File: src/rtl/pipe_pkg.sv
// Shared types and constants for the pipeline hazard controller and its
// multiply/divide busy timer.
package pipe_pkg;

    localparam logic [1:0] TUSE_NONE = 2'd3;

    localparam int MULT_CYCLES_DEF = 5;
    localparam int DIV_CYCLES_DEF  = 10;

    typedef enum logic {
        MD_IDLE = 1'b0,
        MD_BUSY = 1'b1
    } md_state_e;

endpackage

File: src/rtl/md_busy_timer.sv
// Tracks the multi-cycle mult/div unit: busy for exactly N cycles after the
// edge that samples a launch.
module md_busy_timer
    import pipe_pkg::*;
#(
    parameter int MULT_CYCLES = MULT_CYCLES_DEF,
    parameter int DIV_CYCLES  = DIV_CYCLES_DEF
) (
    input  logic clk,
    input  logic rst,
    input  logic md_start,
    input  logic md_is_div,
    output logic md_busy
);

    localparam logic [3:0] MULT_LD = 4'(MULT_CYCLES);
    localparam logic [3:0] DIV_LD  = 4'(DIV_CYCLES);

    md_state_e  state_q, state_d;
    logic [3:0] cnt_q, cnt_d;

    always_ff @(posedge clk or posedge rst) begin
        if (rst) begin
            state_q <= MD_IDLE;
            cnt_q   <= 4'd0;
        end else begin
            state_q <= state_d;
            cnt_q   <= cnt_d;
        end
    end

    // A launch while busy cannot reach here in a legal pipeline; it is ignored.
    always_comb begin
        state_d = state_q;
        cnt_d   = cnt_q;
        case (state_q)
            MD_IDLE: begin
                if (md_start) begin
                    cnt_d   = md_is_div ? DIV_LD : MULT_LD;
                    state_d = MD_BUSY;
                end
            end
            MD_BUSY: begin
                if (cnt_q == 4'd1) begin
                    cnt_d   = 4'd0;
                    state_d = MD_IDLE;
                end else begin
                    cnt_d = cnt_q - 4'd1;
                end
            end
            default: begin
                state_d = MD_IDLE;
                cnt_d   = 4'd0;
            end
        endcase
    end

    assign md_busy = (state_q == MD_BUSY);

endmodule

File: src/rtl/pipe_hazard_ctrl.sv
// Stall/flush controller: Tuse/Tnew data-hazard detection plus mult/div
// occupancy, driving PC/IF-ID enables, ID/EX bubble insert and a stall counter.
module pipe_hazard_ctrl
    import pipe_pkg::*;
#(
    parameter int MULT_CYCLES = MULT_CYCLES_DEF,
    parameter int DIV_CYCLES  = DIV_CYCLES_DEF,
    parameter int STALL_CNT_W = 32
) (
    input  logic                   clk,
    input  logic                   rst,
    input  logic [4:0]             D_rs,
    input  logic [4:0]             D_rt,
    input  logic [1:0]             D_tuse_rs,
    input  logic [1:0]             D_tuse_rt,
    input  logic                   D_is_md,
    input  logic [4:0]             E_wreg,
    input  logic [1:0]             E_tnew,
    input  logic [4:0]             M_wreg,
    input  logic [1:0]             M_tnew,
    input  logic                   E_md_start,
    input  logic                   E_md_is_div,
    output logic                   PC_En,
    output logic                   FD_En,
    output logic                   DE_Clr,
    output logic                   md_busy,
    output logic [STALL_CNT_W-1:0] stall_cnt
);

    logic stall_rs, stall_rt, stall_md, stall;
    logic [STALL_CNT_W-1:0] stall_cnt_q;

    // Register 0 is hardwired, so it never carries a dependency.
    function automatic logic src_hazard(input logic [4:0] src, input logic [1:0] tuse);
        return (src != 5'd0) && (tuse != TUSE_NONE) &&
               (((src == E_wreg) && (E_tnew > tuse)) ||
                ((src == M_wreg) && (M_tnew > tuse)));
    endfunction

    function automatic logic [STALL_CNT_W-1:0] sat_inc(input logic [STALL_CNT_W-1:0] v);
        return (&v) ? v : v + 1'b1;
    endfunction

    md_busy_timer #(
        .MULT_CYCLES (MULT_CYCLES),
        .DIV_CYCLES  (DIV_CYCLES)
    ) u_md_timer (
        .clk       (clk),
        .rst       (rst),
        .md_start  (E_md_start),
        .md_is_div (E_md_is_div),
        .md_busy   (md_busy)
    );

    assign stall_rs = src_hazard(D_rs, D_tuse_rs);
    assign stall_rt = src_hazard(D_rt, D_tuse_rt);
    // The launch cycle itself blocks too: the unit is not yet busy but will be.
    assign stall_md = D_is_md && (md_busy || E_md_start);
    assign stall    = stall_rs | stall_rt | stall_md;

    assign PC_En  = ~stall;
    assign FD_En  = ~stall;
    assign DE_Clr = stall;

    always_ff @(posedge clk or posedge rst) begin
        if (rst) begin
            stall_cnt_q <= '0;
        end else if (stall) begin
            stall_cnt_q <= sat_inc(stall_cnt_q);
        end
    end

    assign stall_cnt = stall_cnt_q;

endmodule

File: config.mk
export PLATFORM = sky130hd
export DESIGN_NAME = pipe_hazard_ctrl
export DESIGN_NICKNAME = d
export VERILOG_FILES = /design/src/rtl/pipe_pkg.sv /design/src/rtl/md_busy_timer.sv /design/src/rtl/pipe_hazard_ctrl.sv
export SDC_FILE = /design/constraint.sdc
export NUM_CORES = 1
export LEC_CHECK = 0
export CORE_ASPECT_RATIO = 2
export CORE_MARGIN = 1
export CORE_UTILIZATION = 51
export CTS_CLUSTER_DIAMETER = 30
export DETAILED_ROUTE_END_ITERATION = 10
export HOLD_SLACK_MARGIN = 0.1
export PLACE_DENSITY = 0.95
export SYNTH_ARGS = -nofsm -noshare
export SYNTH_HDL_FRONTEND = slang
export SYNTH_HIERARCHICAL = 1
export SYNTH_SLANG_ARGS = --single-unit
File: constraint.sdc
create_clock -name clk -period 3 [get_ports clk]
set_input_delay 0.45 -clock clk [delete_from_list [all_inputs] [get_ports clk]]
set_output_delay 0.45 -clock clk [all_outputs]
set_load 0.01 [all_outputs]
==> flow_metrics.tcl <==
set metrics [dict create \
    yosysMostFrequentCell "dfrtp_1" \
    areaGrowthSynthToFinish_pct 37.41 \
    fin_area_mm2 0.003189 \
    clockRootBuffer "clkbuf_8" \
    clkPwrFrac_pct 27.5 \
    drt-total-wl_mm 6.714 \
    cpMostUsedCell "inv_1" \
    synth_top_area_share_pct 39.89 \
    vias 2133 \
    grt_overflow 0 \
    synth_top_family_by_area "simple AND/OR/NAND/NOR gates" \
    nFillCells 315 \
    yosys.area_share.simple_pct 26.47 \
    antenna_found_initial 0 \
    drtPass1Iterations 4 \
    ir_drop_mv 0.5079 \
    synth_cells 234 \
    core_mm2 0.004339 \
    slowest_delay_ns 0.50 \
    drt_iter0_drc 39 \
    die_h_um 97.40 \
    io_pins 69 \
    status "complete, no violations" \
    layout-drive-gt1-share_pct 8.710 \
    max-slew-margin-rel_pct 66.06 \
    synthDistinctLibCells 42 \
    track_usage_pct 28.64 \
    avgSynthCellArea_um2 9.919 \
    cts.clk_slew.worst_paths_ns 0.07 \
    muxShareOfSynthArea_pct 0.4852 \
    p_sw_mw 0.5260 \
    cp.required_ns 2.55 \
    yosys-top-cells-area "dfrtp_1 40%, xnor2_1 14%, ha_1 5.9%" \
    swShare_pct 32.15 \
    clkLatencyLatePin_ns 0.29 \
    synthTopCellsByCount "37 x dfrtp_1, 36 x xnor2_1, 22 x nand4_1, 17 x nand2_1" \
    end_kind "output pin" \
    rows 34 \
    ys_seq_elements 37 \
    hp-class "in -> async" \
    cts_sinks 37 \
    ctsHoldBuffers 0 \
    fin_nets 353 \
    synth_xor_area_share_pct 18.87 \
    die_w_um 49.70 \
    async_reset_ff_share_pct 100.0 \
    final_core_util_pct 73.50 \
    whs_ns 0.3914 \
    finalSetupViolations 0 \
    wl_per_cell_um 18.45 \
    cts_inserted_buffers 5 \
    arrival_ns 2.46 \
    combPwrFrac_pct 31.4 \
    dpl_cell_area_mm2 0.003062 \
    cp_max_fo 3 \
    path_class "in -> out" \
    hpwl_mm 4.881 \
    maxCapViolCount 0 \
    path_cells "clkdlybuf4s50_1, inv_1, ha_1, nor2b_2, o21ai_1, a2111oi_2, o221ai_1, nand3_2, inv_1, dlygate4sd2_1" \
    period_share_pct 97.01 \
    gp_congestion 0.8789 \
    synth_compound_area_share_pct 4.313 \
    clockBufferDepth 2 \
    grt_pass1_vias 2233 \
    crit_buf_inv 4 \
    synth_flop_cell "dfrtp_1" \
    cts_tree "built" \
    initial_core_util_pct 53.49 \
    p_per_area_mw_per_mm2 513.0 \
    die_area_mm2 0.004841 \
    final_max_slew_viol_count 0 \
    synth_edf_count 0 \
    p_leak_nw 1.360 \
    netlist_area_mm2 0.002321 \
    drc 0 \
    max_freq_mhz 343.6 \
    synth_fa_ha_area_share_pct 5.930 \
    grt_pass1_wl_mm 10.32 \
    layout_min_cycle_time_ns 2.910 \
    cp_top_family "buffers and inverters" \
    start_kind "primary input" \
    htree_levels 2 \
    ant_nets 0 \
    internal_power_mw 1.110 \
    syn-num-nets 278 \
    grt_max_degree 33 \
    diodes 0 \
    viasPerCell 5.860 \
    ys.warnings.count 6 \
    post_cts_buffers 0 \
    hold_violations 0 \
    worst_pin_slew_ns 0.5051 \
    seq_power_share_pct 41.1 \
    port_buffers 68 \
    finClkSkew_ns 0.003982 \
    synth.largest_area_cell "dfrtp_1" \
    seq_area_frac_synth_pct 39.89 \
    critPathSlowestCell "clkdlybuf4s50_1" \
]
==> power by group through the flow <==
| stage | registers [mW] | logic [mW] | clock network (mW) |
|---|---|---|---|
| after floorplan | 0.666 | 0.285 | 0 |
| after global placement | 0.671 | 0.491 | 0 |
| after detailed placement | 0.676 | 0.510 | 0 |
| after CTS | 0.671 | 0.513 | 0.452 |
| after global routing | 0.682 | 0.560 | 0.470 |
| final | 0.672 | 0.514 | 0.450 |
==> kinds of logic (layout without fill, tap and decap cells) <==
kind of cell	count (synthesis)	after routing
mux	1	1
simple gates	102	102
fa+ha+maj	11	11
flops	37	37
xor+xnor	50	50
buf+inv	19	95
compound gates	14	14
==> area by class of cell <==
class                   count  area, um2  share of cell area, %
multi-input cells         178       1316                  41.27
repair buffers             72      706.9                  22.17
clock inverters             1      30.03                 0.9415
inverters                  15      56.30                  1.765
flip-flops and latches     37      925.9                  29.03
clock buffers               7      86.33                  2.707
well taps                  54      67.56                  2.118
==> cells in the final DEF (no fill, tap or decap), types with 3 or more instances in the layout <==
cell	instances
a21oi_1	3
and2_1	3
and3_1	4
buf_4	4
clkbuf_8	6
clkdlybuf4s50_1	65
dfrtp_1	37
dlygate4sd2_1	3
ha_1	11
inv_1	15
nand2_1	17
nand3_1	15
nand4_1	22
nor2_1	6
nor2b_1	4
nor3_1	5
o21ai_0	3
xnor2_1	36
xor2_1	14
==> per-stage QoR <==
step	instances	setup slack, ns	setup TNS, ns	power [mW]
after floorplan	234	0.6886	0	0.9518
after global placement	356	-0.05044	-0.1469	1.161
after detailed placement	356	-0.1679	-0.4898	1.186
after CTS	364	0.1091	0	1.635
after global routing	364	-0.007162	-0.009300	1.712
final	364	0.08978	0	1.636
==> flip-flops by register name, indices dropped and copies added (netlist names) <==
| register | cells |
|---|---|
| stall_cnt | 32 |
| u_md_timer/cnt_q | 4 |
| u_md_timer/md_busy | 1 |
==> metal layers <==
layer	up-vias	part of all wire [%]	track usage (%)
li1	984	-	-
met1	1019	34	25.74
met2	99	54	53.95
met3	31	6.0	5.634
met4	0	6.2	18.90
met5	-	0	0
==> final timing paths <==
path                               start                   to  slack [ns]  cells past startpoint
setup / recovery            D_tuse_rt[1]                FD_En        0.09                     10
hold / removal                       rst  u_md_timer/cnt_q[0]        0.39                      2
setup reg to reg            stall_cnt[3]        stall_cnt[31]        0.71                      7
hold reg to reg            stall_cnt[18]        stall_cnt[18]        0.49                      1
max in group asynchronous            rst         stall_cnt[3]        2.14                      3
min in group clk           stall_cnt[18]        stall_cnt[18]        0.49                      1
==> what timing repair did <==
action / CTS / global route
setup endpoints to repair: 3 / 2
resized for setup: 4 / 3
hold endpoints to repair: 0 / 0
pin swaps: 3 / 2
==> worst reg2reg max path: stages, from the launching register on <==
cell and delay, ns:
dfrtp_1 0.44, and4_1 0.30, nand4_1 0.19, nor2b_1 0.39, nand3_1 0.22, nor3_2 0.31
nand4_1 0.17, xnor2_1 0.15
(Power assumes the default switching activity.)
